<file path="src/rtl/mips_expect_table.sv">
// Expected-store table: one sync write port, one comb read port.
// Out-of-range indices are dropped on write and read back as zero.
module mips_expect_table #(
    parameter int ADDR_W = 32,
    parameter int DATA_W = 32,
    parameter int DEPTH  = 8,
    parameter int IDX_W  = 4
) (
    input  logic              clk,
    input  logic              reset,
    input  logic              we,
    input  logic [IDX_W-1:0]  widx,
    input  logic [ADDR_W-1:0] waddr,
    input  logic [DATA_W-1:0] wdata,
    input  logic [IDX_W-1:0]  ridx,
    output logic [ADDR_W-1:0] raddr,
    output logic [DATA_W-1:0] rdata
);

    localparam int AW = (DEPTH > 1) ? $clog2(DEPTH) : 1;
    localparam logic [IDX_W-1:0] DEPTH_V = IDX_W'(DEPTH);

    logic [ADDR_W-1:0] addr_q [DEPTH];
    logic [DATA_W-1:0] data_q [DEPTH];

    always_ff @(posedge clk) begin
        if (!reset) begin
            for (int i = 0; i < DEPTH; i++) begin
                addr_q[i] <= '0;
                data_q[i] <= '0;
            end
        end else if (we && (widx < DEPTH_V)) begin
            addr_q[widx[AW-1:0]] <= waddr;
            data_q[widx[AW-1:0]] <= wdata;
        end
    end

    always_comb begin
        raddr = '0;
        rdata = '0;
        if (ridx < DEPTH_V) begin
            raddr = addr_q[ridx[AW-1:0]];
            rdata = data_q[ridx[AW-1:0]];
        end
    end

endmodule

</file>
<file path="config.mk">
export PLATFORM = sky130hd
export DESIGN_NAME = mips_expect_table
export DESIGN_NICKNAME = d
export VERILOG_FILES = /design/src/rtl/mips_expect_table.sv
export SDC_FILE = /design/constraint.sdc
export NUM_CORES = 1
export LEC_CHECK = 0
export ABC_AREA = 0
export BUFFER_PORTS_ARGS = -buffer_cell sky130_fd_sc_hd__buf_2
export CORE_ASPECT_RATIO = 0.6
export CORE_MARGIN = 2
export CORE_UTILIZATION = 40
export CTS_BUF_LIST = sky130_fd_sc_hd__clkbuf_8
export DETAILED_ROUTE_END_ITERATION = 8
export PLACE_DENSITY_LB_ADDON = 0.05
export REMOVE_ABC_BUFFERS = 1
export SKIP_CTS_REPAIR_TIMING = 1
export SLEW_MARGIN = 20
export SYNTH_ARGS = -nofsm -noshare
export SYNTH_HDL_FRONTEND = slang
export SYNTH_SLANG_ARGS = --single-unit
</file>
<file path="constraint.sdc">
create_clock -name clk -period 7.1 [get_ports clk]
set_input_delay 1.42 -clock clk [delete_from_list [all_inputs] [get_ports clk]]
set_output_delay 1.42 -clock clk [all_outputs]
set_load 0.01 [all_outputs]
</file>
[Yosys cells after proc, flatten, opt, wreduce, memory -nomap -nowiden]
Memories as Yosys holds them, arrays and structs flattened.
Cells that the tools add are included.
Cells by class
  reductions and logical operators: 3
  shift-type cells: 0
  $add $sub $neg: 0
  bitwise gates (word level): 0
  eq/ne operators: 0
  div/mod/pow operators: 0
  multiplexer cells: 12
  multiply operators: 0
  magnitude comparators: 2
Operators with widths (count)
  two-way mux 32 bit: 4
  OR reduction 32 bit: 2
  less-than comparator 4 bit (second input constant): 2
  two-way mux 1 bit: 6
  two-way mux 3 bit: 2
  logical AND 1 bit: 1
Storage, ports and cells
  output and inout bits: 64
  register bits after elaboration: 0
  logic and storage cells: 19
  memory bits (read-only): 0
  latch bits: 0
  bits in writable memories: 512
  memories: 2
Memories
  addr_q: depth 8, bits a word 32, read ports 1, clocked after memory_dff 0, wr ports 8, line 23  | logic [ADDR_W-1:0] addr_q [DEPTH];
  data_q: depth 8, bits a word 32, read ports 1, clocked after memory_dff 0, wr ports 8, line 24  | logic [DATA_W-1:0] data_q [DEPTH];

[Depth between registers and ports, before layout]
Gate-level depths: netlist of run 1.
  word-level depth: 7
  mapped depth: 6

[Least setup slack after synthesis of run 1]
OpenSTA, ideal clock, no wires.
  path kind: input port to flip-flop
  start: input reset
  end: memory addr_q[4][0], enable pin
  required time: 6525 ps
  library setup time: 575 ps
  slack: 169 ps
  stages: 3
  path buffers: 1
  arrival time: 6356 ps
  path through: buf_4 -> nand4bb_4 -> o21ai_0
RTL lines
  start, declared: line 10  | input logic reset,
  end, declared: line 23

[Worst setup path after layout of run 1]
  start: input ridx[1]
  end: output raddr[14]
On the way
  word-level cells in the longest chain between the ends: 2
Ends and longest elaborated chain
  start, declared: line 15  | input logic [IDX_W-1:0] ridx,
  memory read (8 x 32 bit) or less-than comparator 4 bit (tied branches)
  two-way mux 32 bit *: line 41  | if (ridx < DEPTH_V) begin
  end, declared: line 16  | output logic [ADDR_W-1:0] raddr,
Every way passes the cells marked *; elsewhere a longest branch is shown, timed or not.

==> results_tabular.tex, run 1 <==
\begin{tabular}{lr}
\hline
Metric & Value \\
\hline
\multicolumn{2}{l}{\textbf{STA}} \\
\quad Post-route clock period utilization & 69.5\% \\
\quad Measured slew at the worst slew-check pin & 1.11 ns \\
\quad RSZ-0062 raised after global routing & false \\
\quad Setup TNS Final & 0 ns \\
\quad Max-slew violation count & 0 \\
\quad Post-Route Hold Slack & 1.13 ns \\
\quad Achievable Freq & 203 MHz \\
\quad Time the worst path needs with I/O delays and setup & 4.93 ns \\
\quad Worst rel slew slack & 25.9\% \\
\quad Final setup violation count & 0 \\
\quad Number of hold violations in the final report & 0 \\
\multicolumn{2}{l}{\textbf{Placed design}} \\
\quad Cell total after placement & 2237 \\
\quad GPL Wtd Cong & 0.708 \\
\quad Detailed placement HPWL & 31.2 mm \\
\quad Number of input and output port buffers inserted & 138 \\
\multicolumn{2}{l}{\textbf{Pwr}} \\
\quad Max rail drop VDD & 0.130 mV \\
\quad Internal power & 0.00486 W \\
\quad Net switching fraction of the power & 24.1\% \\
\quad Leakage & 9.46 nW \\
\quad Sequential fraction of design power & 55.3\% \\
\quad Clock share of power & 36.4\% \\
\quad P per Cell Area & 245 nW/um\^{}2 \\
\quad Share of total power in combinational logic & 8.3\% \\
\quad Net switching power & 0.00155 W \\
\multicolumn{2}{l}{\textbf{Die}} \\
\quad Core area & 57300 um\^{}2 \\
\quad Height of the chip & 190 um \\
\quad DIE WIDTH & 314 um \\
\quad Starting Density & 40.3\% \\
\quad Boundary pin count & 139 \\
\quad Die outline area & 59600 um\^{}2 \\
\quad Number of placement rows & 68 \\
\multicolumn{2}{l}{\textbf{Global route}} \\
\quad Wire length of the first global-routing pass & 91.2 mm \\
\quad Largest net degree at the start of global routing & 65 \\
\quad Number of global-route vias before repair & 13300 \\
\quad Global router's overall resource usage & 21.2\% \\
\quad Congestion Overflow GR & 0 \\
\quad Antenna violations before repair & 6 \\
\multicolumn{2}{l}{\textbf{Final layout}} \\
\quad Number of filler cells placed in the layout & 5014 \\
\quad Commonest cells after routing, fill and taps aside & sky130\_fd\_sc\_hd\_\_and2\_1, sky130\_fd\_sc\_hd\_\_edfxtp\_1, sky130\_fd\_sc\_hd\_\_buf\_2, sky130\_fd\_sc\_hd\_\_mux4\_2, sky130\_fd\_sc\_hd\_\_clkbuf\_8 \\
\quad Synth-to-Final Area Change & 13.3\% \\
\quad Post-layout instance count excluding filler cells & 2385 \\
\quad Utilization after layout & 45.6\% \\
\quad Share of layout cells above drive strength 1 & 25.4\% \\
\quad Post-layout nets & 1626 \\
\multicolumn{2}{l}{\textbf{Logic synthesis}} \\
\quad Number of instances in the synthesized netlist & 1394 \\
\quad Avg Cell Area, Syn & 16.5 um\^{}2 \\
\quad Most frequently used flop master after synthesis & sky130\_fd\_sc\_hd\_\_edfxtp\_1 \\
\quad Synthesized cell area & 23100 um\^{}2 \\
\quad Syn. warnings & 0 \\
\quad Register bit total from synthesis & 512 \\
\quad Async S/R FF share, synth & 0\% \\
\quad Number of distinct library cells after synthesis & 18 \\
\quad Register area share after synthesis & 66.7\% \\
\quad Number of enable flip-flop cells after synthesis & 512 \\
\multicolumn{2}{l}{\textbf{Routing}} \\
\quad Routed Wire Length & 61.8 mm \\
\quad Per-cell routed wire length & 25.9 um \\
\quad Via count & 12200 \\
\quad Violation count after the first detailed-routing iteration & 913 \\
\quad Routed Antenna Nets & 0 \\
\quad Drt drc & 0 \\
\quad Drt first pass iters & 4 \\
\quad Via density per instance & 5.13 \\
\multicolumn{2}{l}{\textbf{Critical path}} \\
\quad CP Max Fanout & 61 \\
\quad Endpoint type of the worst setup path & output pin \\
\quad CP arrival & 3.51 ns \\
\quad Category of the most critical setup path & in2out \\
\quad CP startpoint kind & primary input \\
\quad Endpoint required time on the critical path & 5.68 ns \\
\multicolumn{2}{l}{\textbf{Flow run}} \\
\quad Max-cap violations & 0 \\
\multicolumn{2}{l}{\textbf{Clock network}} \\
\quad Clock buffers created by TritonCTS & 81 \\
\quad CTS tree & yes \\
\quad Clock Pin Slew Worst Setup and Hold Paths & 0.06 ns \\
\quad CTS Buffer Depth & 3 \\
\quad Htree depth & 3 \\
\quad Clock sink count & 512 \\
\quad Clock root buffer master & sky130\_fd\_sc\_hd\_\_clkbuf\_8 \\
\multicolumn{2}{l}{\textbf{Hold path}} \\
\quad Worst hold path class & in2reg \\
\quad Hold Path Depth & 2 \\
\multicolumn{2}{l}{\textbf{Run status}} \\
\quad Result of the run & complete, no violations \\
\hline
\end{tabular}
-- cell families after synthesis --
kind of cell	Yosys count	synth area share, %
muxes	192	15.3
AOI/OAI and AO/OA	6	0.130
buffers and inverters	93	2.25
DFF	512	66.7
and+or+nand+nor	591	15.7
-- per-stage QoR --
step / setup slack, ns / power, W / cell area, um^2
finish: 2.17 / 0.00640 / 26100
detailed placement: 2.07 / 0.00415 / 24700
global placement: 2.12 / 0.00414 / 24600
global route: 1.97 / 0.00665 / 26100
floorplan: 0.221 / 0.00387 / 22500
CTS: 2.07 / 0.00648 / 26100
-- flip-flops by register name (all words and copies together), names as in the netlist --
register	cells
data_q	256
addr_q	256
-- area by class of cell --
cell class,count,area (um^2),area share [%]
Sequential cell,512,15400,58.8
Tap cell,770,963,3.69
Antenna cell,2,5.00,0.0192
Multi-Input combinational cell,789,7260,27.8
Timing Repair Buffer,167,1080,4.15
Clock buffer,85,1170,4.48
Clock inverter,60,270,1.03
-- cells in the mapped netlist (2+ instances only) --
cell type | count | area share, %
sky130_fd_sc_hd__and2_1 | 512 | 14
sky130_fd_sc_hd__buf_2 | 21 | 0.46
sky130_fd_sc_hd__buf_4 | 3 | 0.098
sky130_fd_sc_hd__buf_6 | 14 | 0.68
sky130_fd_sc_hd__clkbuf_1 | 32 | 0.52
sky130_fd_sc_hd__clkbuf_2 | 22 | 0.48
sky130_fd_sc_hd__edfxtp_1 | 512 | 67
sky130_fd_sc_hd__mux2i_1 | 64 | 2.8
sky130_fd_sc_hd__mux4_2 | 128 | 13
sky130_fd_sc_hd__nand2b_1 | 4 | 0.11
sky130_fd_sc_hd__nor2_1 | 64 | 1.0
sky130_fd_sc_hd__nor2_4 | 6 | 0.29
sky130_fd_sc_hd__nor3_2 | 2 | 0.087
sky130_fd_sc_hd__o21ai_0 | 6 | 0.13
-- power groups by stage --
stage | combinational, W | sequential (W) | clock (W)
after floorplan | 0.000268 | 0.00360 | 0
after global placement | 0.000542 | 0.00360 | 0
after detailed placement | 0.000545 | 0.00360 | 0
after CTS | 0.000546 | 0.00354 | 0.00239
after global routing | 0.000574 | 0.00355 | 0.00252
final | 0.000532 | 0.00354 | 0.00233
-- final timing paths --
check,startpoint,to
max,ridx[1],raddr[14]
min,waddr[0],addr_q[6][0]
-- routing by layer --
metal | share of wire (%) | up-vias | GRT usage, %
met5 | 0.053 | - | 0
met2 | 45 | 286 | 32.4
met1 | 48 | 6394 | 31.8
met3 | 4.7 | 84 | 3.58
li1 | - | 5468 | -
met4 | 1.6 | 6 | 4.97
-- worst max-delay path: stages --
cell	delay (ns)
sky130_fd_sc_hd__buf_8	0.57
sky130_fd_sc_hd__buf_4	0.39
sky130_fd_sc_hd__mux4_2	0.53
sky130_fd_sc_hd__mux2i_1	0.26
sky130_fd_sc_hd__nor2_1	0.08
sky130_fd_sc_hd__buf_2	0.17
Power figures use the tool's default switching activity.
==> run 2, diff against run 1 <==
clock period = 4.1 ns   (was 7.1 ns; I/O delays follow)
==> run 2 against run 1 <==
  * Cell count rose by 0.75%
  * Via count rose by 0.81%
  * Global-route usage rose by 0.16 points
  * Combinational power rose by 78%
  * Critical path depth did not move
  * Power rose by 75%
  * Sequential power rose by 73%
  * Routed wire length fell by 0.27%
  * First-iteration DRC count rose by 13%
  * Flip-flop and latch count did not move
  * Critical endpoint is now raddr[5]
  * Largest power group unchanged
==> results_tabular.tex, run 2 (synthesis gave the netlist of run 1 again) <==
\begin{tabular}{lr}
\hline
Metric & Value \\
\hline
\multicolumn{2}{l}{\textbf{Final layout}} \\
\quad Register cell area after layout & 15400 um\^{}2 \\
\quad Number of filler cells placed in the layout & 4996 \\
\quad Commonest cells after routing, fill and taps aside & sky130\_fd\_sc\_hd\_\_and2\_1, sky130\_fd\_sc\_hd\_\_edfxtp\_1, sky130\_fd\_sc\_hd\_\_buf\_2, sky130\_fd\_sc\_hd\_\_mux4\_2, sky130\_fd\_sc\_hd\_\_clkbuf\_8 \\
\quad Share of layout cells above drive strength 1 & 26.5\% \\
\quad Post-layout nets & 1647 \\
\quad Synth-to-Final Area Change & 14.7\% \\
\quad Post-layout instance count excluding filler cells & 2403 \\
\quad Total area of multi-input combinational cells & 7260 um\^{}2 \\
\quad Regs by FF count & addr\_q: 256 flops, data\_q: 256 flops \\
\quad Final design instance area without fill & 26500 um\^{}2 \\
\multicolumn{2}{l}{\textbf{Critical path}} \\
\quad CP Max Fanout & 26 \\
\quad CP arrival & 2.53 ns \\
\quad Category of the most critical setup path & in2out \\
\quad Endpoint type of the worst setup path & output pin \\
\quad CP startpoint kind & primary input \\
\quad Endpoint required time on the critical path & 3.28 ns \\
\multicolumn{2}{l}{\textbf{STA}} \\
\quad Final setup violation count & 0 \\
\quad Measured slew at the worst slew-check pin & 0.940 ns \\
\quad Achievable Freq & 299 MHz \\
\quad Max-slew violation count & 0 \\
\quad Worst rel slew slack & 37.3\% \\
\quad Post-route clock period utilization & 81.6\% \\
\quad RSZ-0062 raised after global routing & false \\
\quad Setup TNS Final & 0 ns \\
\quad Number of hold violations in the final report & 0 \\
\quad Time the worst path needs with I/O delays and setup & 3.35 ns \\
\multicolumn{2}{l}{\textbf{Die}} \\
\quad Starting Density & 40.3\% \\
\quad Number of placement rows & 68 \\
\quad Die outline area & 59600 um\^{}2 \\
\quad Height of the chip & 190 um \\
\quad Core area & 57300 um\^{}2 \\
\quad DIE WIDTH & 314 um \\
\quad Boundary pin count & 139 \\
\multicolumn{2}{l}{\textbf{Placed design}} \\
\quad Detailed placement HPWL & 32.6 mm \\
\quad Number of input and output port buffers inserted & 138 \\
\quad Cell total after placement & 2258 \\
\quad GPL Wtd Cong & 0.703 \\
\quad Total placed instance area & 25000 um\^{}2 \\
\multicolumn{2}{l}{\textbf{Pwr}} \\
\quad Max rail drop VDD & 0.189 mV \\
\quad P per Cell Area & 423 nW/um\^{}2 \\
\quad Leakage & 9.62 nW \\
\multicolumn{2}{l}{\textbf{Global route}} \\
\quad Congestion Overflow GR & 0 \\
\quad Largest net degree at the start of global routing & 65 \\
\quad Number of global-route vias before repair & 13200 \\
\quad Antenna violations before repair & 4 \\
\quad Global router's overall resource usage & 21.4\% \\
\quad Wire length of the first global-routing pass & 92.0 mm \\
\multicolumn{2}{l}{\textbf{Clock network}} \\
\quad Clock Pin Slew Worst Setup and Hold Paths & 0.06 ns \\
\quad CTS tree & yes \\
\quad Clock sink count & 512 \\
\quad Htree depth & 3 \\
\quad Clock root buffer master & sky130\_fd\_sc\_hd\_\_clkbuf\_8 \\
\quad CTS Buffer Depth & 3 \\
\quad Clock buffers created by TritonCTS & 82 \\
\multicolumn{2}{l}{\textbf{Routing}} \\
\quad Drt first pass iters & 5 \\
\quad Via count & 12300 \\
\quad Per-cell routed wire length & 25.7 um \\
\quad Via density per instance & 5.13 \\
\quad Drt drc & 0 \\
\quad Violation count after the first detailed-routing iteration & 1030 \\
\quad Routed Antenna Nets & 0 \\
\quad Routed Wire Length & 61.6 mm \\
\multicolumn{2}{l}{\textbf{Hold path}} \\
\quad Hold Path Depth & 2 \\
\quad Worst hold path class & in2reg \\
\multicolumn{2}{l}{\textbf{Flow run}} \\
\quad Max-cap violations & 0 \\
\multicolumn{2}{l}{\textbf{Run status}} \\
\quad Result of the run & complete, no violations \\
\hline
\end{tabular}
==> run 2: changes by cell type in the layout (fill, tap and decap cells not counted), sizes merged <==
| cell | previous run | this run |
|---|---|---|
| clkinv | 29 | 23 |
| inv | 28 | 30 |
| buf | 167 | 187 |
| clkinvlp | 2 | 3 |
| bufinv | 1 | 2 |
==> run 2: per-layer routing <==
layer | up-vias | routed length (um) | track usage, %
met4 | 4 | 1000 | 5.01
met3 | 89 | 3160 | 4.11
met2 | 301 | 27900 | 32.3
met1 | 6434 | 29500 | 32.0
met5 | - | 18 | 0
li1 | 5509 | - | -
==> run 2: worst max-delay path, cell delays in order <==
cell and delay, ns:
sky130_fd_sc_hd__buf_8 0.30, sky130_fd_sc_hd__buf_12 0.26, sky130_fd_sc_hd__mux4_2 0.53, sky130_fd_sc_hd__mux2i_1 0.33, sky130_fd_sc_hd__nor2_1 0.07, sky130_fd_sc_hd__buf_2 0.16
==> run 2: area by class of cell <==
type	instances	share of cell area, %
Sequential cell	512	58.1
Tap cell	770	3.64
Clock buffer	85	4.42
Multi-Input combinational cell	789	27.4
Timing Repair Buffer	187	5.25
Clock inverter	58	1.11
Antenna cell	2	0.0189
==> run 2: power by group <==
group / switching, W / internal [W] / leakage, nW / total (W)
logic: 0.000544 / 0.000404 / 3.87 / 0.000948
clock network: 0.00207 / 0.00204 / 0.859 / 0.00411
registers: 0.0000807 / 0.00605 / 4.88 / 0.00613
total: 0.00270 / 0.00850 / 9.62 / 0.0112
==> run 2: through the flow <==
stage               utilization (%)  hold slack, ns  worst slack, ns  power (W)
global route                   46.2           0.488            0.684     0.0116
global placement               43.6            1.19            0.763    0.00721
finish                         46.2           0.522            0.755     0.0112
detailed placement             43.6            1.19            0.789    0.00721
floorplan                         -            1.02            -2.18    0.00670
CTS                            46.2           0.467            0.773     0.0113
==> run 2: final timing paths <==
path / from / to / slack [ns]
max: ridx[1] / raddr[5] / 0.75
min: wdata[3] / data_q[2][3] / 0.52
==> run 3, diff against run 2 <==
ABC_AREA = 1   (was 0)
clock period = 3.2 ns   (was 4.1 ns; I/O delays follow)
==> run 3 against run 2 <==
  * Synthesized area increased by 8.3%
  * Die area is 8.1% higher
  * Sequential share of layout area down 3.8 points
  * Routed wire length is 20% higher
  * Worst hold slack got worse by 0.14 ns
  * Non-clock buffer count is 17 higher
  * Count of clock-buffer cells in the layout rose by 2
  * Global-route usage rose by 1.8 points
  * Combinational power is 62% higher
  * Cell count is 62% higher
  * Core utilization barely moved
==> results_tabular.tex, run 3 <==
\begin{tabular}{lr}
\hline
Metric & Value \\
\hline
\multicolumn{2}{l}{\textbf{Run status}} \\
\quad Result of the run & complete, no violations \\
\multicolumn{2}{l}{\textbf{Global route}} \\
\quad Largest net degree at the start of global routing & 68 \\
\quad Congestion Overflow GR & 0 \\
\quad Wire length of the first global-routing pass & 113 mm \\
\quad Number of global-route vias before repair & 18300 \\
\quad Antenna violations before repair & 0 \\
\quad Global router's overall resource usage & 23.2\% \\
\multicolumn{2}{l}{\textbf{STA}} \\
\quad Worst rel slew slack & 43.0\% \\
\quad Achievable Freq & 351 MHz \\
\quad Time the worst path needs with I/O delays and setup & 2.85 ns \\
\quad Number of hold violations in the final report & 0 \\
\quad Measured slew at the worst slew-check pin & 0.855 ns \\
\quad RSZ-0062 raised after global routing & false \\
\quad Max-slew violation count & 0 \\
\quad Post-route clock period utilization & 89.0\% \\
\quad Setup TNS Final & 0 ns \\
\quad Final setup violation count & 0 \\
\multicolumn{2}{l}{\textbf{Placed design}} \\
\quad Number of input and output port buffers inserted & 138 \\
\quad Detailed placement HPWL & 38.6 mm \\
\quad GPL Wtd Cong & 0.756 \\
\quad Cell total after placement & 3750 \\
\multicolumn{2}{l}{\textbf{Pwr}} \\
\quad Internal power & 0.0107 W \\
\quad Share of total power in combinational logic & 10.5\% \\
\quad P per Cell Area & 514 nW/um\^{}2 \\
\quad Leakage & 13.7 nW \\
\quad Max rail drop VDD & 0.248 mV \\
\quad Sequential fraction of design power & 53.9\% \\
\quad Clock share of power & 35.6\% \\
\quad Net switching power & 0.00385 W \\
\quad Net switching fraction of the power & 26.4\% \\
\multicolumn{2}{l}{\textbf{Routing}} \\
\quad Via count & 18700 \\
\quad Violation count after the first detailed-routing iteration & 1298 \\
\quad Drt first pass iters & 5 \\
\quad Routed Antenna Nets & 0 \\
\quad Drt drc & 0 \\
\quad Per-cell routed wire length & 18.9 um \\
\quad Routed Wire Length & 73.7 mm \\
\quad Via density per instance & 4.80 \\
\multicolumn{2}{l}{\textbf{Final layout}} \\
\quad Synth-to-Final Area Change & 13.4\% \\
\quad Commonest cells after routing, fill and taps aside & sky130\_fd\_sc\_hd\_\_nor2\_1, sky130\_fd\_sc\_hd\_\_nand2\_1, sky130\_fd\_sc\_hd\_\_inv\_1, sky130\_fd\_sc\_hd\_\_edfxtp\_1, sky130\_fd\_sc\_hd\_\_nand3\_1 \\
\quad Utilization after layout & 46.2\% \\
\quad \# diodes & 0 \\
\quad Most common library cell in the layout ignoring fill and taps & sky130\_fd\_sc\_hd\_\_nor2\_1 \\
\quad Regs by FF count & addr\_q: 256 flops, data\_q: 256 flops \\
\quad Post-layout nets & 3081 \\
\quad Post-layout instance count excluding filler cells & 3897 \\
\quad Share of layout cells above drive strength 1 & 10.4\% \\
\multicolumn{2}{l}{\textbf{Logic synthesis}} \\
\quad Number of instances in the synthesized netlist & 2880 \\
\quad Most frequently used flop master after synthesis & sky130\_fd\_sc\_hd\_\_edfxtp\_1 \\
\quad Syn. warnings & 0 \\
\quad Most frequent cell after synthesis & sky130\_fd\_sc\_hd\_\_nand2\_1 \\
\quad Yosys top cell area share & 61.6\% \\
\quad Synthesized cell area & 25000 um\^{}2 \\
\quad Async S/R FF share, synth & 0\% \\
\quad Top cells by area in the synthesized netlist & sky130\_fd\_sc\_hd\_\_edfxtp\_1, sky130\_fd\_sc\_hd\_\_nand2\_1, sky130\_fd\_sc\_hd\_\_nor2\_1, sky130\_fd\_sc\_hd\_\_inv\_1, sky130\_fd\_sc\_hd\_\_nand3\_1 \\
\quad Top cells by count, synth & sky130\_fd\_sc\_hd\_\_nand2\_1, sky130\_fd\_sc\_hd\_\_nor2\_1, sky130\_fd\_sc\_hd\_\_inv\_1, sky130\_fd\_sc\_hd\_\_edfxtp\_1, sky130\_fd\_sc\_hd\_\_nand3\_1 \\
\quad Avg Cell Area, Syn & 8.67 um\^{}2 \\
\quad Cell type with the highest aggregate area in the netlist & sky130\_fd\_sc\_hd\_\_edfxtp\_1 \\
\quad Number of enable flip-flop cells after synthesis & 512 \\
\quad Register area share after synthesis & 61.6\% \\
\quad Register bit total from synthesis & 512 \\
\quad Number of distinct library cells after synthesis & 14 \\
\multicolumn{2}{l}{\textbf{Critical path}} \\
\quad Crit path capture & raddr[4] \\
\quad CP arrival & 2.21 ns \\
\quad Category of the most critical setup path & in2out \\
\quad Endpoint type of the worst setup path & output pin \\
\quad Source of the critical timing path & ridx[1] \\
\quad Endpoint required time on the critical path & 2.56 ns \\
\quad CP startpoint kind & primary input \\
\quad CP Max Fanout & 25 \\
\multicolumn{2}{l}{\textbf{Die}} \\
\quad Starting Density & 40.7\% \\
\quad Boundary pin count & 139 \\
\quad Height of the chip & 198 um \\
\quad Die outline area & 64500 um\^{}2 \\
\quad Number of placement rows & 70 \\
\quad Core area & 61300 um\^{}2 \\
\quad DIE WIDTH & 327 um \\
\multicolumn{2}{l}{\textbf{Clock network}} \\
\quad Clock Pin Slew Worst Setup and Hold Paths & 0.06 ns \\
\quad Htree depth & 3 \\
\quad Clock buffers created by TritonCTS & 82 \\
\quad Clock root buffer master & sky130\_fd\_sc\_hd\_\_clkbuf\_8 \\
\quad CTS Buffer Depth & 3 \\
\quad Clock sink count & 512 \\
\quad CTS tree & yes \\
\multicolumn{2}{l}{\textbf{Flow run}} \\
\quad Max-cap violations & 0 \\
\multicolumn{2}{l}{\textbf{Hold path}} \\
\quad Worst hold path class & in2reg \\
\hline
\end{tabular}
-- run 3: cell count changes after synthesis, moves of 64 or more --
cell                      previous run  this run
sky130_fd_sc_hd__nand2_1             1       657
sky130_fd_sc_hd__inv_1               0       581
sky130_fd_sc_hd__nor2_1             64       643
sky130_fd_sc_hd__and2_1            512         0
sky130_fd_sc_hd__nand3_1             0       320
sky130_fd_sc_hd__mux4_2            128         0
sky130_fd_sc_hd__buf_2              21        85
sky130_fd_sc_hd__mux2i_1            64         0
-- run 3: worst max-delay path, cell delays in order --
cell	delay (ns)
sky130_fd_sc_hd__buf_4	0.20
sky130_fd_sc_hd__inv_4	0.37
sky130_fd_sc_hd__buf_12	0.25
sky130_fd_sc_hd__nand3_1	0.10
sky130_fd_sc_hd__nand2_1	0.06
sky130_fd_sc_hd__nor2_1	0.04
sky130_fd_sc_hd__nor2_1	0.32
sky130_fd_sc_hd__buf_2	0.21
-- run 3: final cells by class --
class	count	area (um^2)
Clock buffer	87	1200
Clock inverter	60	234
Fill cell	6110	33000
Inverter	583	2200
Multi-Input combinational cell	1623	6640
Sequential cell	512	15400
Tap cell	828	1040
Timing Repair Buffer	204	1630
-- run 3: logic make-up (layout without fill, tap and decap cells) --
kind of cell / count (synthesis) / after routing / share of synthesized area, %
simple gates: 1623 / 1623 / 26.1
buf+inv: 745 / 934 / 12.3
flops: 512 / 512 / 61.6
-- run 3: power by group through the flow --
stage	clock, W	sequential [W]	combinational (W)
finish	0.00518	0.00785	0.00154
global route	0.00558	0.00788	0.00173
CTS	0.00532	0.00785	0.00156
detailed placement	0	0.00799	0.00155
global placement	0	0.00798	0.00155
floorplan	0	0.00798	0.000827
-- run 3: through the flow --
stage | setup slack (ns) | hold slack [ns] | total power [W] | area, um^2
after global placement | 0.336 | 1.05 | 0.00953 | 26900
final | 0.352 | 0.386 | 0.0146 | 28300
after detailed placement | 0.358 | 1.06 | 0.00954 | 26900
after floorplan | -0.908 | 0.929 | 0.00881 | 24100
after global routing | 0.204 | 0.352 | 0.0152 | 28300
after CTS | 0.354 | 0.321 | 0.0147 | 28300
-- run 3: worst min path at each step --
stage	end	startpoint	slack [ns]	cells after the start
4_1_cts	data_q[4][12]	wdata[12]	0.32	3
3_5_place_dp	data_q[7][14]	wdata[14]	1.06	3
3_3_place_gp	data_q[0][14]	wdata[14]	1.05	3
2_1_floorplan	addr_q[0][0]	waddr[0]	0.93	2
5_1_grt	data_q[4][12]	wdata[12]	0.35	3
6_report	addr_q[2][18]	waddr[18]	0.39	3
-- run 3: per-layer routing --
metal	GRT usage (%)	routed length, um	vias to the layer above	part of all wire, %
met4	6.12	1640	0	2.2
met1	32.3	34600	9041	47
met5	0	0	-	0
met2	37.7	33900	472	46
li1	-	-	9068	-
met3	3.55	3580	108	4.9
